File: src/rtl/log_mul_pkg.sv
// log_mul_pkg: shared constants, encodings and the stage-1 record for the log-domain multiplier
package log_mul_pkg;
  localparam int LM = 3;
  localparam int LF = 4;
  function automatic int BIAS(input int m, input int f);
    return 1 << (m - 1 + f);
  endfunction
  function automatic int MAXU(input int m, input int f);
    return (1 << (m + f)) - 2;
  endfunction
  function automatic int ZERO(input int m, input int f);
    return (1 << (m + f)) - 1;
  endfunction
  function automatic int INF(input int m, input int f);
    return (1 << (m + f + 1)) - 1;
  endfunction
  typedef struct packed {
    logic sign;
    logic signed [LM+LF+1:0] sum;
    logic is_za;
    logic is_zb;
    logic is_inf_a;
    logic is_inf_b;
  } stage1_t;
endpackage

File: src/rtl/log_mul_encode.sv
// log_mul_encode: stage-2 classify/saturate of a stage-1 record into the output code.
// Status flags exist only when LOG_MUL_STATUS_EN is defined.
module log_mul_encode
  import log_mul_pkg::*;
#(
  parameter int M = LM,
  parameter int F = LF
) (
  input  stage1_t      s1,
  output logic [M+F:0] y
`ifdef LOG_MUL_STATUS_EN
  ,
  output logic         ovf,
  output logic         unf
`endif
);
  localparam int W = M + F;
  localparam logic [W:0] zero_c = (W+1)'(ZERO(M, F));
  localparam logic [W:0] inf_c = (W+1)'(INF(M, F));
  localparam logic [W-1:0] maxu_c = W'(MAXU(M, F));
  logic any_inf, any_zero, neg, big;
  always_comb begin
    any_inf = s1.is_inf_a || s1.is_inf_b;
    any_zero = s1.is_za || s1.is_zb;
    neg = s1.sum[W+1];
    big = !neg && (s1.sum > $signed({2'b00, maxu_c}));
    // INF dominates ZERO, so ZERO*INF yields INF
    y = any_inf ? inf_c :
        (any_zero || neg) ? zero_c :
        big ? {s1.sign, maxu_c} : {s1.sign, s1.sum[W-1:0]};
  end
`ifdef LOG_MUL_STATUS_EN
  assign ovf = !any_inf && !any_zero && big;
  assign unf = !any_inf && !any_zero && neg;
`endif
endmodule

File: src/rtl/log_mul_pipe.sv
// log_mul_pipe: two-stage valid/ready log-domain multiplier (add biased logs, xor signs).
// Define LOG_MUL_STATUS_EN for overflow/underflow flags and sticky status outputs.
module log_mul_pipe
  import log_mul_pkg::*;
#(
  parameter int M = LM,
  parameter int F = LF
) (
  input  logic         clock,
  input  logic         reset,
  input  logic         inValid,
  output logic         inReady,
  input  logic [M+F:0] inA,
  input  logic [M+F:0] inB,
  output logic         outValid,
  input  logic         outReady,
  output logic [M+F:0] out
`ifdef LOG_MUL_STATUS_EN
  ,
  output logic         outOverflow,
  output logic         outUnderflow,
  output logic         stickyOverflow,
  output logic         stickyUnderflow
`endif
);
  localparam int W = M + F;
  localparam logic [W:0] zero_c = (W+1)'(ZERO(M, F));
  localparam logic [W:0] inf_c = (W+1)'(INF(M, F));
  localparam logic signed [W+1:0] bias_c = (W+2)'(BIAS(M, F));
  logic v1_q, v1_d, v2_q, v2_d, adv1, adv2;
  stage1_t s1_q, s1_d, s1_n;
  logic [W:0] out_q, out_d, enc;
`ifdef LOG_MUL_STATUS_EN
  logic ovf_q, ovf_d, unf_q, unf_d, sov_q, sov_d, sun_q, sun_d, enc_ovf, enc_unf;
`endif
  always_comb begin
    adv2 = !v2_q || outReady;
    adv1 = !v1_q || adv2;
    v1_d = adv1 ? inValid : v1_q;
    v2_d = adv2 ? v1_q : v2_q;
    s1_n.sign = inA[W] ^ inB[W];
    s1_n.sum = $signed({2'b00, inA[W-1:0]}) + $signed({2'b00, inB[W-1:0]}) - bias_c;
    s1_n.is_za = inA == zero_c;
    s1_n.is_zb = inB == zero_c;
    s1_n.is_inf_a = inA == inf_c;
    s1_n.is_inf_b = inB == inf_c;
    s1_d = (adv1 && inValid) ? s1_n : s1_q;
    out_d = (adv2 && v1_q) ? enc : out_q;
  end
  log_mul_encode #(.M(M), .F(F)) u_enc (
    .s1 (s1_q),
    .y  (enc)
`ifdef LOG_MUL_STATUS_EN
    ,
    .ovf(enc_ovf),
    .unf(enc_unf)
`endif
  );
  always_ff @(posedge clock) begin
    if (reset) begin
      v1_q <= 1'b0;
      v2_q <= 1'b0;
      s1_q <= '0;
      out_q <= zero_c;
    end else begin
      v1_q <= v1_d;
      v2_q <= v2_d;
      s1_q <= s1_d;
      out_q <= out_d;
    end
  end
  assign inReady = adv1;
  assign outValid = v2_q;
  assign out = out_q;
`ifdef LOG_MUL_STATUS_EN
  always_comb begin
    ovf_d = (adv2 && v1_q) ? enc_ovf : ovf_q;
    unf_d = (adv2 && v1_q) ? enc_unf : unf_q;
    sov_d = sov_q || (v2_q && outReady && ovf_q);
    sun_d = sun_q || (v2_q && outReady && unf_q);
  end
  always_ff @(posedge clock) begin
    if (reset) begin
      ovf_q <= 1'b0;
      unf_q <= 1'b0;
      sov_q <= 1'b0;
      sun_q <= 1'b0;
    end else begin
      ovf_q <= ovf_d;
      unf_q <= unf_d;
      sov_q <= sov_d;
      sun_q <= sun_d;
    end
  end
  assign outOverflow = ovf_q;
  assign outUnderflow = unf_q;
  assign stickyOverflow = sov_q;
  assign stickyUnderflow = sun_q;
`endif
endmodule

File: config.mk
export PLATFORM = sky130hd
export DESIGN_NAME = log_mul_pipe
export DESIGN_NICKNAME = d
export VERILOG_FILES = /design/src/rtl/log_mul_pkg.sv /design/src/rtl/log_mul_encode.sv /design/src/rtl/log_mul_pipe.sv
export SDC_FILE = /design/constraint.sdc
export NUM_CORES = 1
export LEC_CHECK = 0
export BUFFER_PORTS_ARGS = -buffer_cell sky130_fd_sc_hd__buf_4
export CAP_MARGIN = 5
export CORE_AREA = 2 2 58 60
export DETAILED_ROUTE_END_ITERATION = 16
export DIE_AREA = 0 0 60 62
export GPL_TIMING_DRIVEN = 0
export HOLD_SLACK_MARGIN = 0.08
export PLACE_DENSITY = 0.68
export SKIP_CTS_REPAIR_TIMING = 1
export SYNTH_ARGS = -nofsm -noshare
export SYNTH_HDL_FRONTEND = slang
export SYNTH_SLANG_ARGS = --single-unit
File: constraint.sdc
create_clock -name clock -period 1.6 [get_ports clock]
set_input_delay 0.08 -clock clock [delete_from_list [all_inputs] [get_ports clock]]
set_output_delay 0.08 -clock clock [all_outputs]
set_load 0.02 [all_outputs]
==> results.json, run 1 <==
{
  "ant_nets": 0,
  "async_flop_share_pct": 0,
  "syn_inst": 152,
  "drt-total-wl_um": 3175,
  "endpoint": "s1_q[9]$_SDFFE_PP0P_",
  "pin_count": 30,
  "vdd_drop_max_v": 0.0002759,
  "firstDrtPassIters": 4,
  "crit_required_ns": 1.81,
  "path_class": "input port to flop",
  "highest_layer": "met4",
  "grt_pass1_wl_um": 5257,
  "synth_top_family_by_area": "simple AND/OR/NAND/NOR gates",
  "final.period_utilization_pct": 93.76,
  "min_path_cells": 2,
  "antenna_cells": 0,
  "setup_viol": 0,
  "power.leakage_nw": 0.6960,
  "synth.avg_cell_area_um2": 8.660,
  "cp-start-kind": "input port",
  "wl_per_cell_um": 13.57,
  "rows": 21,
  "rr_worst_depth": 4,
  "wl_met2_um": 1653,
  "skew_ns": 0.006280,
  "min_path_type": "input port to flop",
  "r2r_setup_slack_ns": 0.12,
  "muxShareOfSynthArea_pct": 0,
  "drv_cap": 0,
  "period_minus_slack_ns": 1.500,
  "gp_congestion": 0.8212,
  "synthesis.area_um2": 1316,
  "worst_pin_slew_ns": 0.4543,
  "cts_htree_levels": 1,
  "yosys.area.top_type_share_pct": 36.50,
  "crit_path_start": "inA[1]",
  "layout.nets": 223,
  "post_dp_cell_area_um2": 1642,
  "drv_slew": 0,
  "fillers": 291,
  "relSlewSlack_pct": 69.68,
  "drt_iter0_drc": 62,
  "core_area_um2": 3179,
  "yosys-top-cells-count": "dfxtp_1, nand2_1, a21oi_1, ha_1, nand3_1",
  "synth_cell_type_count": 37,
  "ys_seq_elements": 24,
  "cp.arrival_ns": 1.71,
  "clock-root-buffer": "clkbuf_4",
  "wl_met3_um": 85,
  "grt_overflow": 0,
  "track_usage_pct": 18.68,
  "synthMostInstantiatedCell": "dfxtp_1",
  "hpwl_um": 2547,
  "r2r_start": "s1_q[8]$_SDFFE_PP0P_",
  "cts_inserted_buffers": 3,
  "cts_buffer_depth": 2,
  "synth_nets": 186,
  "dr_total_vias": 1248,
  "dieArea_um2": 3720,
  "power_density_nw_per_um2": 800.8,
  "die_w_um": 60,
  "grt_setup_unrepaired": "no",
  "seq_area_frac_synth_pct": 36.50,
  "r2r_end": "out[3]$_SDFFE_PP1P_",
  "multiInputGateArea_um2": 833.3,
  "clk_latency_ns": 0.32,
  "synth_edf_count": 0,
  "final_core_util_pct": 54.03,
  "synthTopCellsByArea": "dfxtp_1, ha_1, a21oi_1",
  "grt_pass1_vias": 1219,
  "synth_warnings": 0,
  "timing.fmax_mhz": 666.6,
  "die_height_um": 62,
  "numPortBuffers": 28,
  "grt_max_degree": 14,
  "drive_above_1_share_pct": 23.94,
  "cp_max_fo": 3,
  "critPathCaptureType": "flop",
  "post-synth-top-area-cell": "dfxtp_1",
  "synth_xor_xnor_area_share_pct": 1.331,
  "initial_core_util_pct": 41.40,
  "synth_flop_cell": "dfxtp_1",
  "synth-compound-area-share_pct": 20.34,
  "antenna_found_initial": 0,
  "clk_pin_slew_worst_paths_ns": 0.13,
  "hold_viol": 0,
  "drt-vias-per-instance": 5.333,
  "cts_tree": "built",
  "outcome": "completed",
  "seqCellArea_um2": 481.7,
  "synth-simple-area-share_pct": 23.48,
  "route.layer.met1.wl_um": 1414,
  "drc_errors": 0,
  "areaGrowthSynthToFinish_pct": 30.51,
  "clkSinkCount": 24,
  "synth_fa_ha_area_share_pct": 13.88,
  "stdcell_area_um2": 1718,
  "finalSetupTns_ns": 0
}
## critical path, cell delays in order
cell and delay [ns]:
buf_4 0.11, ha_1 0.29, ha_1 0.25, fa_2 0.38, a21oi_2 0.18, o21bai_1 0.11
o311ai_0 0.32
## kinds of logic after synthesis
logic type / Yosys count
flip-flops: 24
AO/OA/AOI/OAI: 38
AND/OR/NAND/NOR: 60
XOR/XNOR: 2
buffers and inverters: 14
adder cells (fa/ha/maj): 14
## placed cells by master (no fill, tap or decap), drive strengths merged, types with 4 or more instances in the layout
master / count
a21oi: 13
buf: 33
clkbuf: 6
dfxtp: 24
dlygate4sd3: 4
ha: 13
inv: 6
nand2: 16
nand3: 12
nand3b: 4
nor2: 9
o32a: 6
## worst min path at each step
stage	end	from	slack (ns)
after floorplan	v1_q$_SDFFE_PP0N_	inValid	0.21
after global placement	v1_q$_SDFFE_PP0N_	inValid	0.35
after detailed placement	v1_q$_SDFFE_PP0N_	inValid	0.35
after CTS	v1_q$_SDFFE_PP0N_	inValid	0.003
after global routing	out[4]$_SDFFE_PP1P_	reset	0.14
final	out[4]$_SDFFE_PP1P_	reset	0.12
## final cells by class
type / count / share of cell area (%)
Multi-Input combinational cell: 114 / 48.51
Tap cell: 46 / 3.350
Sequential cell: 24 / 28.04
Inverter: 7 / 1.529
Clock buffer: 4 / 2.112
Buffer: 7 / 1.894
Timing Repair Buffer: 32 / 14.57
## sequential cells by signal, summed over array words and instances, names as in the netlist
register and cells:
s1_q 14, out 8, outValid 1, v1_q 1
## where the power goes
group          total, mW  switching, mW  internal (mW)
logic              0.378          0.189          0.188
clock network      0.322          0.183          0.139
registers          0.676         0.0323          0.644
## metal layers
metal / track usage [%] / vias to the layer above
li1: - / 638
met1: 20.89 / 578
met2: 35.56 / 29
met3: 3.313 / 3
met4: 6.349 / 0
met5: 0 / -
## per-stage QoR
stage          worst slack, ns  total power, mW  std cells  hold WS (ns)
3_3_place_gp           -0.1762            1.044        226        0.3503
3_5_place_dp           -0.2515            1.058        226        0.3521
6_report               0.09987            1.376        234        0.1243
2_1_floorplan         0.001097           0.9237        152        0.2095
5_1_grt               0.001452            1.452        234        0.1396
4_1_cts                0.07441            1.371        230      0.003369
Note: power is estimated with default switching activity, not from simulation.
==> run 2: changes to the inputs <==
--- a/config.mk
+++ b/config.mk
@@ -7,12 +7,12 @@
 export LEC_CHECK = 0
 export BUFFER_PORTS_ARGS = -buffer_cell sky130_fd_sc_hd__buf_4
 export CAP_MARGIN = 5
-export CORE_AREA = 2 2 58 60
+export CORE_AREA = 2 2 48 72
 export DETAILED_ROUTE_END_ITERATION = 16
-export DIE_AREA = 0 0 60 62
+export DIE_AREA = 0 0 50 74
 export GPL_TIMING_DRIVEN = 0
 export HOLD_SLACK_MARGIN = 0.08
-export PLACE_DENSITY = 0.68
+export PLACE_DENSITY = 0.79
 export SKIP_CTS_REPAIR_TIMING = 1
 export SYNTH_ARGS = -nofsm -noshare
 export SYNTH_HDL_FRONTEND = slang
==> constraint.sdc (replaced) <==
create_clock -name clock -period 1.6 [get_ports clock]
set_input_delay 0.08 -clock clock [delete_from_list [all_inputs] [get_ports clock]]
set_output_delay 0.08 -clock clock [all_outputs]
set_load 0.1 [all_outputs]
==> run 2 against run 1 <==
  * Non-clock buffer count shrank 4
  * Largest cell class unchanged
  * First-iteration DRC count shrank 40%
  * Critical endpoint is now s1_q[10]$_SDFFE_PP0P_
  * Worst setup slack lost 0.042 ns
  * Largest power group unchanged
  * Clock power grew 27%
  * Cell area shrank 1.0%
  * Die area shrank 0.54%
  * Highest routed layer unchanged
  * Utilization grew 0.88 points
  * Clock skew shrank 0.0026 ns
  * Critical path depth is the same
==> results.json, run 2 (same netlist as run 1, synthesis figures left out) <==
{
  "clk_pin_slew_worst_paths_ns": 0.08,
  "pin_count": 30,
  "track_usage_pct": 18.45,
  "final_common_cell": "buf_4",
  "firstDrtPassIters": 4,
  "clkSinkCount": 24,
  "grt_overflow": 0,
  "rows": 25,
  "fillers": 276,
  "cp.arrival_ns": 1.75,
  "setup_viol": 0,
  "vdd_drop_max_v": 0.0004582,
  "stdcell_area_um2": 1700,
  "dieArea_um2": 3700,
  "cp_max_fo": 7,
  "regMostFlops": "s1_q",
  "grt_pass1_wl_um": 5223,
  "grt_pass1_vias": 1248,
  "power_mw": 1.583,
  "drv_slew": 0,
  "cts_tree": "built",
  "clk_latency_ns": 0.27,
  "final.period_utilization_pct": 96.41,
  "outcome": "completed",
  "drv_cap": 0,
  "rr_worst_depth": 4,
  "worst_pin_slew_ns": 0.5080,
  "period_minus_slack_ns": 1.542,
  "power_density_nw_per_um2": 931.1,
  "gp_congestion": 0.8133,
  "power.leakage_nw": 0.6930,
  "ant_nets": 0,
  "initial_core_util_pct": 42.51,
  "cts_inserted_buffers": 3,
  "antenna_cells": 0,
  "drt_iter0_drc": 37,
  "drc_errors": 0,
  "clock-root-buffer": "clkbuf_8",
  "min_path_cells": 3,
  "layout.nets": 219,
  "hpwl_um": 2541,
  "finalSetupTns_ns": 0,
  "grt_max_degree": 14,
  "antenna_found_initial": 0,
  "min_path_type": "input port to flop",
  "dr_total_vias": 1306,
  "drt-vias-per-instance": 5.830,
  "hold_viol": 0,
  "critPathCaptureType": "flop",
  "core_area_um2": 3097,
  "relSlewSlack_pct": 66.13,
  "wl_per_cell_um": 14.78,
  "path_class": "input port to flop",
  "areaGrowthSynthToFinish_pct": 29.18,
  "layout_common_cells": "buf_4, dfxtp_1, nand2_1",
  "drt-total-wl_um": 3311,
  "drive_above_1_share_pct": 25.00,
  "cp-start-kind": "input port",
  "crit_required_ns": 1.81,
  "post_dp_cell_area_um2": 1599,
  "die_w_um": 50,
  "cts_htree_levels": 1,
  "skew_ns": 0.003643,
  "largest_reg_flops": 14,
  "die_height_um": 74,
  "numPortBuffers": 28,
  "grt_setup_unrepaired": "no",
  "cts_buffer_depth": 2,
  "timing.fmax_mhz": 648.3
}
==> run 2: routing by layer <==
| metal | share of wire, % | wire (um) | GRT usage, % | vias to the layer above |
|---|---|---|---|---|
| met3 | 4.0 | 133 | 1.807 | 11 |
| met5 | 0 | 0 | 0 | - |
| li1 | - | - | - | 633 |
| met1 | 37 | 1240 | 18.97 | 607 |
| met4 | 3.7 | 123 | 14.51 | 0 |
| met2 | 55 | 1813 | 33.77 | 55 |
==> run 2: layout make-up <==
cell class	instances	area (um2)	area share (%)
plain buffers	7	47.55	2.796
flip-flops and latches	24	484.2	28.48
repair buffers	28	210.2	12.36
well taps	40	50.05	2.943
multi-input cells	114	827.0	48.64
clock buffers	4	55.05	3.238
inverters	7	26.28	1.545
==> run 2: worst paths after layout <==
check | slack (ns) | endpoint | from
max | 0.06 | s1_q[10]$_SDFFE_PP0P_ | inA[5]
min | 0.08 | v1_q$_SDFFE_PP0N_ | inValid
max reg2reg | 0.10 | out[4]$_SDFFE_PP1P_ | s1_q[10]$_SDFFE_PP0P_
min reg2reg | 0.47 | s1_q[1]$_SDFFE_PP0P_ | s1_q[1]$_SDFFE_PP0P_
==> run 2: per-stage QoR <==
stage | setup WS (ns) | instances | utilization [%] | hold slack, ns
after floorplan | -0.8013 | 152 | - | 0.2095
after global placement | -0.3016 | 220 | 51.64 | 0.3510
after detailed placement | -0.3149 | 220 | 51.64 | 0.3538
after CTS | -0.03877 | 224 | 53.41 | 0.07425
after global routing | 0.001357 | 224 | 54.91 | 0.08620
final | 0.05750 | 224 | 54.91 | 0.08079
==> run 2: report_power, final <==
group          leakage [nW]  total [mW]  switching [mW]  internal (mW)
clock network        0.0288       0.410           0.191          0.220
registers             0.198       0.673          0.0307          0.642
logic                 0.466       0.500           0.315          0.185
total                 0.693        1.58           0.537           1.05
==> run 2: worst max-delay path, stage by stage <==
cell and delay (ns):
buf_4 0.11, ha_1 0.33, ha_4 0.28, and3_1 0.18, a221o_1 0.35, or3_1 0.35
nand4_1 0.07
==> run 3: changes to the inputs <==
--- a/config.mk
+++ b/config.mk
@@ -12,8 +12,9 @@
 export DIE_AREA = 0 0 50 74
 export GPL_TIMING_DRIVEN = 0
 export HOLD_SLACK_MARGIN = 0.08
-export PLACE_DENSITY = 0.79
+export PLACE_DENSITY = 0.83
 export SKIP_CTS_REPAIR_TIMING = 1
 export SYNTH_ARGS = -nofsm -noshare
 export SYNTH_HDL_FRONTEND = slang
+export SYNTH_HIERARCHICAL = 1
 export SYNTH_SLANG_ARGS = --single-unit
==> run 3 against run 2 <==
  * The run now ends with negative setup slack left
  * Critical path depth up 2
  * Count of clock-buffer cells in the layout did not move
  * Worst setup slack got worse by 0.072 ns
  * Via count up 2.1%
  * Register-to-register slack gained 0.07 ns
  * Non-clock buffer count grew 4
  * First-iteration DRC count down 46%
  * Clock skew decreased by 0.0011 ns
  * Worst hold slack got worse by 0.0070 ns
  * Critical endpoint is now s1_q[11]$_SDFFE_PP0P_
  * Largest cell class unchanged
  * Largest power group unchanged
==> results.json, run 3 <==
{
  "dp_slack_ns": -0.4769,
  "drv_slew": 0,
  "gp_congestion": 0.8842,
  "ys_seq_elements": 24,
  "clk_pin_slew_worst_paths_ns": 0.08,
  "min_path_type": "input port to flop",
  "cts_inserted_buffers": 3,
  "core_area_um2": 3097,
  "antenna_cells": 0,
  "largest_reg_flops": 14,
  "p_comb_share_pct": 34.0,
  "final_common_cell": "buf_4",
  "cp-start-kind": "input port",
  "areaGrowthSynthToFinish_pct": 37.82,
  "initial_core_util_pct": 45.94,
  "drt-total-wl_um": 3223,
  "period_minus_slack_ns": 1.614,
  "clock-root-buffer": "clkbuf_8",
  "critPathCaptureType": "flop",
  "grt_overflow": 0,
  "numPortBuffers": 29,
  "die_w_um": 50,
  "rows": 25,
  "cp_max_fo": 3,
  "skew_ns": 0.002560,
  "hold_viol": 0,
  "grt_pass1_vias": 1318,
  "synth.avg_cell_area_um2": 8.418,
  "path_class": "input port to flop",
  "netSwitchingFraction_pct": 32.95,
  "outcome": "finished, violations left",
  "synth_cell_type_count": 37,
  "seq_area_frac_synth_pct": 33.77,
  "clkSinkCount": 24,
  "crit_required_ns": 1.81,
  "ant_nets": 0,
  "synthesis.area_um2": 1423,
  "wl_per_cell_um": 13.16,
  "track_usage_pct": 17.98,
  "cts_htree_levels": 1,
  "synthMostInstantiatedCell": "nand2_1",
  "drt_iter0_drc": 20,
  "relSlewSlack_pct": 70.61,
  "post-synth-top-area-cell": "dfxtp_1",
  "synth_warnings": 6,
  "pin_count": 30,
  "cts_buffer_depth": 2,
  "layout_common_cells": "buf_4, nand2_1, dfxtp_1",
  "worst_pin_slew_ns": 0.4408,
  "cp.arrival_ns": 1.83,
  "grt_max_degree": 14,
  "violations": "negative setup slack",
  "final.period_utilization_pct": 100.9,
  "drive_above_1_share_pct": 31.71,
  "seqPwrFrac_pct": 40.6,
  "async_flop_share_pct": 0,
  "final_core_util_pct": 63.31,
  "p_clk_share_pct": 25.3,
  "firstDrtPassIters": 4,
  "synth_nets": 203,
  "layout.nets": 240,
  "yosys-top-cells-count": "nand2_1, dfxtp_1, ha_1",
  "drt-vias-per-instance": 5.445,
  "power_density_nw_per_um2": 834.6,
  "dieArea_um2": 3700,
  "regMostFlops": "s1_q",
  "syn_inst": 169,
  "hpwl_um": 2329,
  "intPower_mw": 1.097,
  "power.switching_mw": 0.5393,
  "timing.fmax_mhz": 619.5,
  "drv_cap": 0,
  "yosys.area.top_type_share_pct": 33.77,
  "grt_pass1_wl_um": 5271,
  "synth_edf_count": 0,
  "drc_errors": 0,
  "clk_latency_ns": 0.27,
  "vdd_drop_max_v": 0.0004161,
  "die_height_um": 74,
  "power.leakage_nw": 0.8065,
  "antenna_found_initial": 0,
  "setup_slack_ns": -0.01425,
  "dr_total_vias": 1334,
  "setup_viol": 1,
  "cts_tree": "built",
  "synth_flop_cell": "dfxtp_1",
  "synthTopCellsByArea": "dfxtp_1, ha_1, nand2_1"
}
[run 3: cell types whose count changed in the layout (fill, tap and decap cells not counted), moves of 4 or more]
cell / previous run / this run
ha_1: 9 / 3
nand2_1: 16 / 28
nand2b_1: 2 / 7
o32a_1: 6 / 0
ha_4: 3 / 10
nand3_1: 12 / 5
nand3b_1: 4 / 12
inv_1: 6 / 10
[run 3: cell type report]
class	count	area (um2)
buffer	7	51.30
clock buffer	4	55.05
fill	263	1136
inverter	11	41.29
multi-input combinational	127	1027
sequential	24	484.2
tap	40	50.05
timing repair buffer	32	251.5
[run 3: cell families after synthesis]
group	share of synthesized area, %
buffers and inverters	4.925
and+or+nand+nor	33.69
DFF	33.77
adders and majority gates	12.84
AOI/OAI and AO/OA	13.54
xor gates and xnor gates	1.232
[run 3: worst max-delay path, cell delays in order]
cell	delay [ns]
buf_8	0.10
ha_4	0.26
ha_4	0.13
inv_2	0.04
fa_2	0.38
nor2b_4	0.15
o2111ai_2	0.15
a2111o_1	0.45
nand4_1	0.07
[run 3: layer usage]
| metal | GRT usage (%) | up-vias | part of all wire (%) |
|---|---|---|---|
| met4 | 9.259 | 0 | 3.1 |
| met1 | 18.44 | 616 | 37 |
| met5 | 0 | - | 0 |
| met2 | 35.67 | 40 | 57 |
| li1 | - | 669 | - |
| met3 | 1.205 | 9 | 2.7 |
[run 3: through the flow]
stage | total power, mW | setup TNS [ns] | cells | hold slack [ns] | cell area (um2)
2_1_floorplan | 1.028 | -10.39 | 169 | 0.2095 | 1463
3_3_place_gp | 1.145 | -1.320 | 238 | 0.3422 | 1730
3_5_place_dp | 1.151 | -1.433 | 238 | 0.3550 | 1730
4_1_cts | 1.559 | -0.3752 | 242 | 0.06400 | 1785
5_1_grt | 1.723 | -0.04875 | 245 | 0.09026 | 1961
6_report | 1.636 | -0.01425 | 245 | 0.07378 | 1961
[run 3: power groups by stage]
stage | Clock [mW] | Sequential, mW | Combinational [mW]
6_report | 0.415 | 0.665 | 0.557
5_1_grt | 0.444 | 0.672 | 0.607
4_1_cts | 0.419 | 0.666 | 0.474
3_5_place_dp | 0 | 0.680 | 0.472
3_3_place_gp | 0 | 0.678 | 0.467
2_1_floorplan | 0 | 0.798 | 0.230
[run 3: path summary, 6_finish.rpt]
| kind | slack [ns] | cells past startpoint | endpoint | start |
|---|---|---|---|---|
| worst max-delay path | -0.01 | 9 | s1_q[11]$_SDFFE_PP0P_ | inA[1] |
| worst min-delay path | 0.07 | 3 | v1_q$_SDFFE_PP0N_ | inValid |
| worst max register to register | 0.17 | 4 | out[0]$_SDFFE_PP1P_ | s1_q[2]$_SDFFE_PP0P_ |
| worst min register to register | 0.46 | 2 | out[7]$_SDFFE_PP0P_ | out[7]$_SDFFE_PP0P_ |
